===== config.mk =====
export PLATFORM = sky130hd
export DESIGN_NAME = entry_ctrl
export DESIGN_NICKNAME = d
export VERILOG_FILES = /design/src/rtl/entry_ctrl.sv
export SDC_FILE = /design/constraint.sdc
export NUM_CORES = 1
export LEC_CHECK = 0
export BUFFER_PORTS_ARGS = -buffer_cell sky130_fd_sc_hd__buf_2
export CORE_MARGIN = 2
export CORE_UTILIZATION = 45
export CTS_BUF_LIST = sky130_fd_sc_hd__clkbuf_16
export CTS_CLUSTER_SIZE = 16
export DETAILED_ROUTE_END_ITERATION = 16
export PLACE_DENSITY_LB_ADDON = 0.08
export SLEW_MARGIN = 20
export SYNTH_ARGS = -nofsm -noshare
export SYNTH_HDL_FRONTEND = slang
export SYNTH_SLANG_ARGS = --single-unit

===== constraint.sdc =====
create_clock -name clk -period 1.75 [get_ports clk]
set_input_delay 0.0875 -clock clk [delete_from_list [all_inputs] [get_ports clk]]
set_output_delay 0.0875 -clock clk [all_outputs]
set_load 0.02 [all_outputs]

===== src/rtl/entry_ctrl.sv =====
// entry_ctrl
//   Sequencing controller for the input-unit digit shift register. Accepts one
//   decoded keypad code per valid/ready handshake and classifies it:
//     0-9 digit, A backspace, B clear, C/D operator, E decimal point, F enter.
//   Digits and the decimal point shift the register left. Backspace shifts it
//   right. Clear pulses the register's active-low reset. Operator and enter
//   keys are forwarded to the calculation unit as a one-cycle event.
//
//   Optional build macro: LEAD_ZERO_SUPPRESS_EN. When defined, a 0 typed into
//   an empty entry is consumed without shifting.
//
// Ports
//   clk         system clock
//   reset       asynchronous active-low reset
//   key_valid   key code present
//   key_code    decoded key code (WIDTH bits)
//   key_ready   controller accepts a key this cycle (IDLE only)
//   sr_trig     one-cycle shift trigger pulse
//   sr_dir      0 = shift left (append), 1 = shift right (backspace)
//   sr_in       data presented to the shift register
//   sr_reset    active-low clear to the shift register
//   digit_count number of slots currently occupied
//   dp_set      decimal point present in the entry
//   full        digit_count == COUNT
//   op_valid    one-cycle operator/enter event pulse
//   op_code     key code of the event, valid with op_valid

module entry_ctrl #(
  parameter int COUNT      = 4,
  parameter int WIDTH      = 4,
  parameter int CLR_CYCLES = 2
) (
  input  logic                       clk,
  input  logic                       reset,
  input  logic                       key_valid,
  input  logic [WIDTH-1:0]           key_code,
  output logic                       key_ready,
  output logic                       sr_trig,
  output logic                       sr_dir,
  output logic [WIDTH-1:0]           sr_in,
  output logic                       sr_reset,
  output logic [$clog2(COUNT+1)-1:0] digit_count,
  output logic                       dp_set,
  output logic                       full,
  output logic                       op_valid,
  output logic [WIDTH-1:0]           op_code
);

  localparam int CW  = $clog2(COUNT+1);
  localparam int CCW = $clog2(CLR_CYCLES+1);

  localparam logic [WIDTH-1:0] KEY_DIGIT_MAX = WIDTH'(9);
  localparam logic [WIDTH-1:0] KEY_BS        = WIDTH'(10);
  localparam logic [WIDTH-1:0] KEY_CLR       = WIDTH'(11);
  localparam logic [WIDTH-1:0] KEY_OP_C      = WIDTH'(12);
  localparam logic [WIDTH-1:0] KEY_OP_D      = WIDTH'(13);
  localparam logic [WIDTH-1:0] KEY_DP        = WIDTH'(14);
  localparam logic [WIDTH-1:0] KEY_ENTER     = WIDTH'(15);

  typedef enum logic [2:0] {IDLE, SETUP, PULSE, CLEAR, EVENT} state_t;

  state_t           state, state_next;
  logic [WIDTH-1:0] code_q;
  logic [WIDTH-1:0] shadow [COUNT];
  logic [CW-1:0]    count_q;
  logic             dp_q;
  logic             dir_q;
  logic [WIDTH-1:0] in_q;
  logic [CCW-1:0]   clr_cnt;

  logic             load_shift;
  logic             dir_next;
  logic [WIDTH-1:0] in_next;
  logic             is_full;
  logic             lead_zero;

  assign is_full = (count_q == CW'(COUNT));

`ifdef LEAD_ZERO_SUPPRESS_EN
  assign lead_zero = (key_code == '0) && (count_q == '0) && !dp_q;
`else
  assign lead_zero = 1'b0;
`endif

  // State register. Reset parks the FSM in CLEAR so the shift register is
  // wiped for CLR_CYCLES cycles after reset release.
  always_ff @(posedge clk or negedge reset) begin
    if (!reset) begin
      state   <= CLEAR;
      clr_cnt <= '0;
    end else begin
      state <= state_next;
      if (state == CLEAR) clr_cnt <= clr_cnt + CCW'(1);
      else                clr_cnt <= '0;
    end
  end

  // Next-state decode. Keys that cannot be honoured (full entry, second
  // decimal point, backspace on empty) are consumed in IDLE with no action.
  always_comb begin
    state_next = state;
    load_shift = 1'b0;
    dir_next   = 1'b0;
    in_next    = '0;
    case (state)
      IDLE: begin
        if (key_valid) begin
          if (key_code <= KEY_DIGIT_MAX) begin
            if (!is_full && !lead_zero) begin
              state_next = SETUP;
              load_shift = 1'b1;
              in_next    = key_code;
            end
          end else if (key_code == KEY_DP) begin
            if (!dp_q && !is_full) begin
              state_next = SETUP;
              load_shift = 1'b1;
              in_next    = key_code;
            end
          end else if (key_code == KEY_BS) begin
            if (count_q != '0) begin
              state_next = SETUP;
              load_shift = 1'b1;
              dir_next   = 1'b1;
            end
          end else if (key_code == KEY_CLR) begin
            state_next = CLEAR;
          end else if ((key_code == KEY_OP_C) || (key_code == KEY_OP_D) ||
                       (key_code == KEY_ENTER)) begin
            state_next = EVENT;
          end
        end
      end
      SETUP:   state_next = PULSE;
      PULSE:   state_next = IDLE;
      CLEAR:   if (clr_cnt == CCW'(CLR_CYCLES-1)) state_next = IDLE;
      EVENT:   state_next = IDLE;
      default: state_next = IDLE;
    endcase
  end

  // Entry bookkeeping. Count, decimal-point flag and shadow move on the edge
  // into PULSE so they change together with the trigger. shadow[0] is the
  // most recently entered slot, i.e. the one a backspace removes.
  always_ff @(posedge clk or negedge reset) begin
    if (!reset) begin
      code_q  <= '0;
      dir_q   <= 1'b0;
      in_q    <= '0;
      count_q <= '0;
      dp_q    <= 1'b0;
      for (int i = 0; i < COUNT; i++) shadow[i] <= '0;
    end else begin
      if ((state == IDLE) && key_valid) code_q <= key_code;
      if (load_shift) begin
        dir_q <= dir_next;
        in_q  <= in_next;
      end
      if (state == SETUP) begin
        if (!dir_q) begin
          count_q <= count_q + CW'(1);
          for (int i = COUNT-1; i > 0; i--) shadow[i] <= shadow[i-1];
          shadow[0] <= in_q;
          if (in_q == KEY_DP) dp_q <= 1'b1;
        end else begin
          count_q <= count_q - CW'(1);
          for (int i = 0; i < COUNT-1; i++) shadow[i] <= shadow[i+1];
          shadow[COUNT-1] <= '0;
          if (shadow[0] == KEY_DP) dp_q <= 1'b0;
        end
      end else if (state == CLEAR) begin
        count_q <= '0;
        dp_q    <= 1'b0;
        for (int i = 0; i < COUNT; i++) shadow[i] <= '0;
      end
    end
  end

  // Outputs decode straight from state so an asynchronous reset removes a
  // trigger or event pulse in the same cycle.
  assign key_ready   = (state == IDLE);
  assign sr_trig     = (state == PULSE);
  assign sr_reset    = (state != CLEAR);
  assign op_valid    = (state == EVENT);
  assign op_code     = (state == EVENT) ? code_q : '0;
  assign sr_dir      = dir_q;
  assign sr_in       = in_q;
  assign digit_count = count_q;
  assign dp_set      = dp_q;
  assign full        = is_full;

endmodule


# [Word-level counts from Yosys, hierarchy flattened]
# Cells that the tools add are included.
[word_totals] input_bits=7 elab_cells=91 output_inout_bits=18 reg_bits=34
[classes] n_reduce_logical=11 n_mux=42 n_eq_ne=23 add_sub_neg=3 n_lt_le_gt_ge=1
[op_table] operator="16-bit two-way mux" count=3
[op_table] operator="3-bit two-way mux" count=13
[op_table] operator="4-bit == test (second input constant)" count=8
[op_table] operator="4-bit two-way mux" count=7
[op_table] operator="1-bit two-way mux" count=17
[op_table] operator="3-bit by 2-bit != test with 1-bit output (second input constant)" count=3
[op_table] operator="3-bit case mux with 3 select lines" count=1
[op_table] operator="3-bit by 2-bit == test with 1-bit output (second input constant)" count=2
[op_table] operator="3-bit == test (second input constant)" count=2
[op_table] operator="6-bit by 1-bit != test with 1-bit output (second input constant)" count=1
[op_table] operator="6-bit AND reduction" count=1
[op_table] operator="5-bit by 4-bit != test with 1-bit output (second input constant)" count=1
[op_table] operator="4-bit less-or-equal comparator (second input constant)" count=1
[op_table] operator="4-bit by 3-bit != test with 1-bit output (second input constant)" count=1
[op_table] operator="3-bit by 1-bit adder with 3-bit output (second input constant)" count=1
[op_table] operator="3-bit by 1-bit == test with 1-bit output (second input constant)" count=1
[op_table] operator="3-bit logical NOT" count=1
[op_table] operator="3-bit != test (second input constant)" count=1
[op_table] operator="3-bit AND reduction" count=1
[op_table] operator="3-bit nonzero test" count=1
[op_table] operator="3-bit by 1-bit subtractor with 3-bit output (second input constant)" count=1
[op_table] operator="2-bit by 1-bit adder with 2-bit output (second input constant)" count=1
[op_table] operator="2-bit by 1-bit == test with 1-bit output (second input constant)" count=1
[op_table] operator="1-bit logical AND" count=2
[op_table] operator="other kinds (6)" count=8

# [Longest topological paths before layout]
# Gate-level depths: netlist of the first run.
[logic_depth] depth_word=10 ltp_mapped=7

# [Worst setup path after synthesis of the first run]
# Ideal clock, no wire load.
[synth_timing] path_kind="register to register" startpoint="reg dir_q (netlist: sr_dir)" endpoint="reg count_q[2] (netlist: digit_count[2])" arrival_ns=1.641 path_slack_ns=0.026 setup_ns=0.083 synth_period_minus_slack_ns=1.724 stages_incl_launch_ff=8 path_cell_list="dfrtp_1 > buf_2 > inv_1 > fa_1 > xor2_1 > nor3_1 > a21oi_1 > o21ai_0"
[synth_via] elab_chain_len=2
[synth_rtl] element="start, declared" line="67" rtl="logic dir_q;"
[synth_rtl] element="start signal, assigned" line="156" rtl="dir_q <= dir_next;"
[synth_rtl] element="3-bit two-way mux" line="160" rtl="if (!dir_q) begin"
[synth_rtl] element="3-bit two-way mux" line="159" rtl="if (state == SETUP) begin"
[synth_rtl] element="end signal, assigned" line="161" rtl="count_q <= count_q + CW'(1);"
[synth_rtl] element="end signal, assigned" line="166" rtl="count_q <= count_q - CW'(1);"
[synth_rtl] element="end, declared" line="65" rtl="logic [CW-1:0] count_q;"
# No other way between the ends.
# A chain may end at the register's enable or synchronous reset.

# [Final worst setup path of the first run]
[layout_timing] startpoint="reg state[1]" endpoint="reg state[0]"
[layout_via] elab_chain_len=3 word_cells_on_any_way=11 cone_classes="eq/ne (8); mux (1); reduce/logical (2)"
[layout_rtl] element="start, declared" line="62" rtl="state_t state, state_next;"
[layout_rtl] element="start signal, assigned" line="92" rtl="state <= state_next;"
[layout_rtl] element="3-bit logical NOT / 3-bit by 2-bit == test with 1-bit output (equally long branches)" line="105" rtl="case (state)"
[layout_rtl] element="6-bit by 1-bit != test with 1-bit output (no source line) (tied with other cells)"
[layout_rtl] element="6-bit AND reduction (no source line)"
# Several ways; a longest one is shown, not always the timed one.

==> reports/metrics.yaml, run 1 <==
die:
  io_pins: 25
  dieArea_sq_um: 4393
  core_area_sq_um: 3689
  row_count: 22
  die_w_um: 66.28
  initial_core_util: 0.4732
  die_h_um: 66.28
synthesis:
  syn-num-nets: 188
  yosys.area.top_type: "dfrtp_1"
  yosys-top-cells-count: "32 x dfrtp_1, 31 x nand2_1, 12 x mux2i_1, 12 x o21ai_1"
  seq_area_frac_synth: 0.4889
  ys_ff_latch: 34
  ys.flop_type: "dfrtp_1"
  synth.avg_cell_area_sq_um: 9.751
  synth.area.top_cells: "dfrtp_1 46%, mux2i_1 6.9%, nand2_1 6.7%"
  yosysMostFrequentCell: "dfrtp_1"
  synthCells: 179
  synth_cell_type_count: 43
  synthArstFlopShare: 1.000
  ys_warn_count: 0
  yosys.area.top_type_share: 0.4588
  netlist_area_sq_um: 1745
  synth_edf_count: 0
worst_setup_path:
  critPathKind: "flop to flop"
  cp.arrival_ps: 1770
  cp_max_fo: 13
  crit_chain: "nor3_4, and2_1, nand2_1, o32ai_1"
  cp-start-kind: "flop"
  critPathMaxStageDelay_ps: 450
  cp_slowest_cell: "dfstp_2"
  worstPathRequired_ps: 1930
  r2r_slack_ps: 160
  endpoint_kind: "flop"
timing:
  tightest_slew_ps: 752.8
  post-route-period-util: 0.9081
  hold_viol: 0
  report.final.setup_viol: 0
  fmax_mhz: 629.3
  slew_viol_final: 0
  slew_headroom: 0.4981
  grt_setup_unrepaired: "false"
  fin_crit_ps: 1589
  finClkSkew_ps: 4.175
  tns_ps: 0
clock_tree:
  postCtsSetupRepairBufs: 0
  clkSinkCount: 34
  tritoncts: "yes"
  cts_inserted_buffers: 5
  cts.root.buffer_cell: "clkbuf_16"
  path_clk_slew_ps: 50
  clock_latency_ps: 280
  clk_path_buf_depth: 2
  cts_max_level: 2
grt:
  grt_pass1_wl_um: 6844
  grt_max_degree: 35
  grt_use_total: 0.2095
  grt_overflow: 0
  antenna_found_initial: 0
  grt_pass1_vias: 1389
hold_path:
  min_path_type: "primary input to flop"
cells_and_area:
  antenna_cells: 0
  fillers: 340
  nets: 214
  fin_area_sq_um: 2106
  area_delta_synth_final_pct: 20.65
  final_util: 0.5709
  drive_gt1_frac: 0.2136
placement:
  port_buffers: 24
  hpwl_um: 2802
  placed_cell_area_sq_um: 1901
  place.gp.congestion: 0.8295
power_and_ir_drop:
  power.density_nw_per_um2: 1984
  vdd_drop_max_v: 0.0007925
  p_leak_nw: 0.9961
route:
  dr.first_iter.drc_count: 72
  firstDrtPassIters: 4
  drc_errors: 0
  vias_per_cell: 5.701
  vias: 1448
  wl_per_cell_um: 15.63
  routed_wl_um: 3970
  ant_nets: 0
job:
  cap_violations: 0
outcome:
  status: "complete, no violations"
cells in the final DEF, fill, tap and decap left out, types with 6 or more instances in the layout:
master	instances
nand2_1	31
dfrtp_1	31
buf_2	24
mux2i_1	12
o21ai_1	12
nor2_1	6
inv_1	6
o21ai_0	6
a21oi_1	6
flip-flops by register name, indices dropped and copies added (netlist names):
register,cells
clr_cnt,2
code_q,4
digit_count,3
dp_set,1
shadow,16
sr_dir,1
sr_in,4
state,3
final timing paths:
path / startpoint / end / cells past startpoint
max: state[1]$_DFFE_PN1P_ / state[0]$_DFFE_PN1P_ / 4
min: key_code[0] / code_q[0]$_DFFE_PN0P_ / 3
max reg2reg: state[1]$_DFFE_PN1P_ / state[0]$_DFFE_PN1P_ / 4
min reg2reg: clr_cnt[0]$_DFF_PN0_ / clr_cnt[0]$_DFF_PN0_ / 1
max in group asynchronous: reset / digit_count[0]$_DFFE_PN0P_ / 2
min in group asynchronous: reset / code_q[0]$_DFFE_PN0P_ / 2
where the power goes:
part	switching, mW	internal [mW]
registers	0.349	1.10
logic	0.956	0.618
clock network	0.333	0.818
total	1.64	2.54
cell families after synthesis:
| kind of cell | share of synthesized area |
|---|---|
| flops | 0.4889 |
| compound gates | 0.1462 |
| fa+ha+maj | 0.01864 |
| simple gates | 0.2194 |
| buf+inv | 0.04659 |
| xor+xnor | 0.005019 |
| mux | 0.07527 |
metal layers:
metal,routed length (um),GRT usage,vias up
met5,0,0,-
met4,65,0.08418,0
met3,259,0.05451,9
met2,1877,0.3188,50
met1,1767,0.2835,701
li1,-,-,688
layout make-up:
class	instances	area (sq um)	share of cell area
clock buffers	5	125.1	0.05942
clock inverters	3	68.82	0.03268
inverters	7	26.28	0.01248
multi-input cells	128	810.8	0.3850
flip-flops and latches	34	854.6	0.4058
well taps	48	60.06	0.02852
repair buffers	29	160.2	0.07605
worst max-delay path: cells and delay by family, from the launching register on:
family          cells  cell delay [ps]
compound gates      1              280
flops               1              450
simple gates        3              760
per-stage QoR:
stage                     setup WS (ps)  instances  total power [mW]  hold slack (ps)
after CTS                         171.6        254             4.221            100.6
after global routing              24.00        254             4.478            120.4
after global placement            212.3        245             2.978            190.7
after floorplan                   25.87        179             2.548           -208.1
final                             160.9        254             4.177            109.0
after detailed placement          189.7        245             3.034            199.0
timing repair:
action                                 in CTS  in global routing
resized for setup                           0                  1
setup endpoints to repair                   0                  1
endpoints found under the hold margin      32                  0
hold buffers                                1                  0
(Power assumes the default switching activity.)
==> inputs of run 2 (changes only) <==
CORE_ASPECT_RATIO = 1.5   (was unset)
==> reports/metrics.yaml, run 2 (synthesis gave the netlist of run 1 again) <==
die:
  core_area_sq_um: 3682  # -0.17%
  die_w_um: 54.85  # -17%
  dieArea_sq_um: 4403  # +0.23%
  initial_core_util: 0.4740  # +0.0008039
  die_h_um: 80.28  # +21%
  row_count: 27  # +23%
  io_pins: 25  # unchanged
timing:
  report.final.setup_viol: 0  # unchanged
  fmax_mhz: 636.2  # +1.1%
  hold_viol: 0  # unchanged
  holdWs_ps: 99.79  # -9.182 ps
  slew_headroom: 0.4933  # -0.004780
  fin_ws_ps: 178.2  # +17.30 ps
  tightest_slew_ps: 760.0  # +7.170 ps
  fin_crit_ps: 1572  # -17.30 ps
  finClkSkew_ps: 2.317  # -1.859 ps
  grt_setup_unrepaired: "false"
  post-route-period-util: 0.8982  # -0.009886
  slew_viol_final: 0  # unchanged
  tns_ps: 0  # unchanged
clock_tree:
  hold_buffers: 1  # unchanged
  cts_max_level: 2  # unchanged
  postCtsSetupRepairBufs: 0  # unchanged
  clock_latency_ps: 270  # about the same
  tritoncts: "yes"
  path_clk_slew_ps: 50  # about the same
  ctsResizeCount: 0  # unchanged
  clk_path_buf_depth: 2  # unchanged
  cts_inserted_buffers: 5  # unchanged
  cts.root.buffer_cell: "clkbuf_16"
  clkSinkCount: 34  # unchanged
route:
  firstDrtPassIters: 4  # unchanged
  dr.first_iter.drc_count: 33  # -54%
  vias: 1444  # -0.28%
  vias_per_cell: 5.753  # +0.92%
  routed_wl_um: 4131  # +4.1%
  wl_per_cell_um: 16.46  # +5.3%
  ant_nets: 0  # unchanged
  drc_errors: 0  # unchanged
power_and_ir_drop:
  vdd_drop_max_v: 0.001044  # +32%
  p_leak_nw: 0.9911  # -0.50%
  power.density_nw_per_um2: 1881  # -5.2%
cells_and_area:
  fillers: 358  # +5.3%
  mostFrequentLayoutCell: "dfrtp_1"
  antenna_cells: 0  # unchanged
  multi_input_area_sq_um: 810.8  # unchanged
  area_delta_synth_final_pct: 17.78
  nets: 216  # +0.93%
  top_register: "shadow"
  fin_area_sq_um: 2056  # -2.4%
  drive_gt1_frac: 0.2019  # -0.01167
  largest_reg_flops: 16  # unchanged
  final_cell_mix: "32 x dfrtp_1, 31 x nand2_1, 24 x buf_2"
  final_cells: 251  # -1.2%
  register_area_sq_um: 853.3  # -0.15%
grt:
  grt_pass1_vias: 1510  # +8.7%
  grt_pass1_wl_um: 7093  # +3.6%
  grt_use_total: 0.2218  # +0.01223
  grt_max_degree: 35  # unchanged
  antenna_found_initial: 0  # unchanged
  grt_overflow: 0  # unchanged
placement:
  hpwl_um: 3038  # +8.4%
  port_buffers: 24  # unchanged
  dp_slack_ps: 187.0  # -2.634 ps
  placed_cell_area_sq_um: 1909  # +0.46%
  dp_cells: 242  # -1.2%
  place.gp.congestion: 0.8801  # +6.1%
worst_setup_path:
  r2r_start: "digit_count[0]$_DFFE_PN0P_"
  r2r_slack_ps: 180  # +20 ps
  cp_max_fo: 7  # -6
  cp-start-kind: "flop"
  critPathKind: "flop to flop"
  worstPathRequired_ps: 1940  # about the same
  rr_endpoint: "digit_count[2]$_DFFE_PN0P_"
  r2r_cells: 6  # +2
  cp.arrival_ps: 1760  # about the same
  endpoint_kind: "flop"
job:
  cap_violations: 0  # unchanged
outcome:
  status: "complete, no violations"
hold_path:
  min_path_cells: 3  # unchanged
  min_path_type: "primary input to flop"
  hp-start: "key_code[0]"
  holdPathEnd: "state[1]$_DFFE_PN1P_"
run 2: cell count changes in the layout (fill, tap and decap cells not counted), sizes merged:
cell    before  now
clkinv       1    0
buf         28   30
inv          7   10
bufinv       2    0
run 2: stage by stage:
stage,utilization,power [mW]
floorplan,-,2.548
global placement,0.5185,3.010
detailed placement,0.5185,3.081
CTS,0.5583,3.901
global route,0.5583,4.166
finish,0.5583,3.866
run 2: worst max path at each step:
stage	from	endpoint	slack, ps	cells after the start
after CTS	digit_count[0]$_DFFE_PN0P_	digit_count[2]$_DFFE_PN0P_	180	6
after detailed placement	digit_count[0]$_DFFE_PN0P_	digit_count[2]$_DFFE_PN0P_	190	6
after floorplan	sr_dir$_DFFE_PN0P_	digit_count[2]$_DFFE_PN0P_	30	7
final	digit_count[0]$_DFFE_PN0P_	digit_count[2]$_DFFE_PN0P_	180	6
after global placement	digit_count[0]$_DFFE_PN0P_	digit_count[2]$_DFFE_PN0P_	260	6
after global routing	digit_count[0]$_DFFE_PN0P_	digit_count[2]$_DFFE_PN0P_	5	6
run 2: per-layer routing:
layer | GRT usage | routed length (um) | vias up
li1 | - | - | 692
met1 | 0.2458 | 1645 | 713
met2 | 0.3929 | 2293 | 33
met3 | 0.05019 | 132 | 6
met4 | 0.08000 | 59 | 0
met5 | 0 | 0 | -
run 2: worst max-delay path, cell delays in order (launching register included):
cell	delay [ps]
dfrtp_1	460
inv_1	90
fa_1	430
xor2_1	170
nor3_1	140
a21oi_1	50
o21ai_0	140
run 2: final cells by class:
cell class              instances  area share
repair buffers                 31     0.08521
flip-flops and latches         34      0.4151
multi-input cells             128      0.3944
clock inverters                 3    0.005478
clock buffers                   5     0.06086
well taps                      43     0.02617
inverters                       7     0.01278
run 2: where the power goes:
group	internal [mW]	switching, mW	total, mW
registers	1.10	0.353	1.46
logic	0.645	0.966	1.61
clock network	0.510	0.289	0.799
total	2.26	1.61	3.87
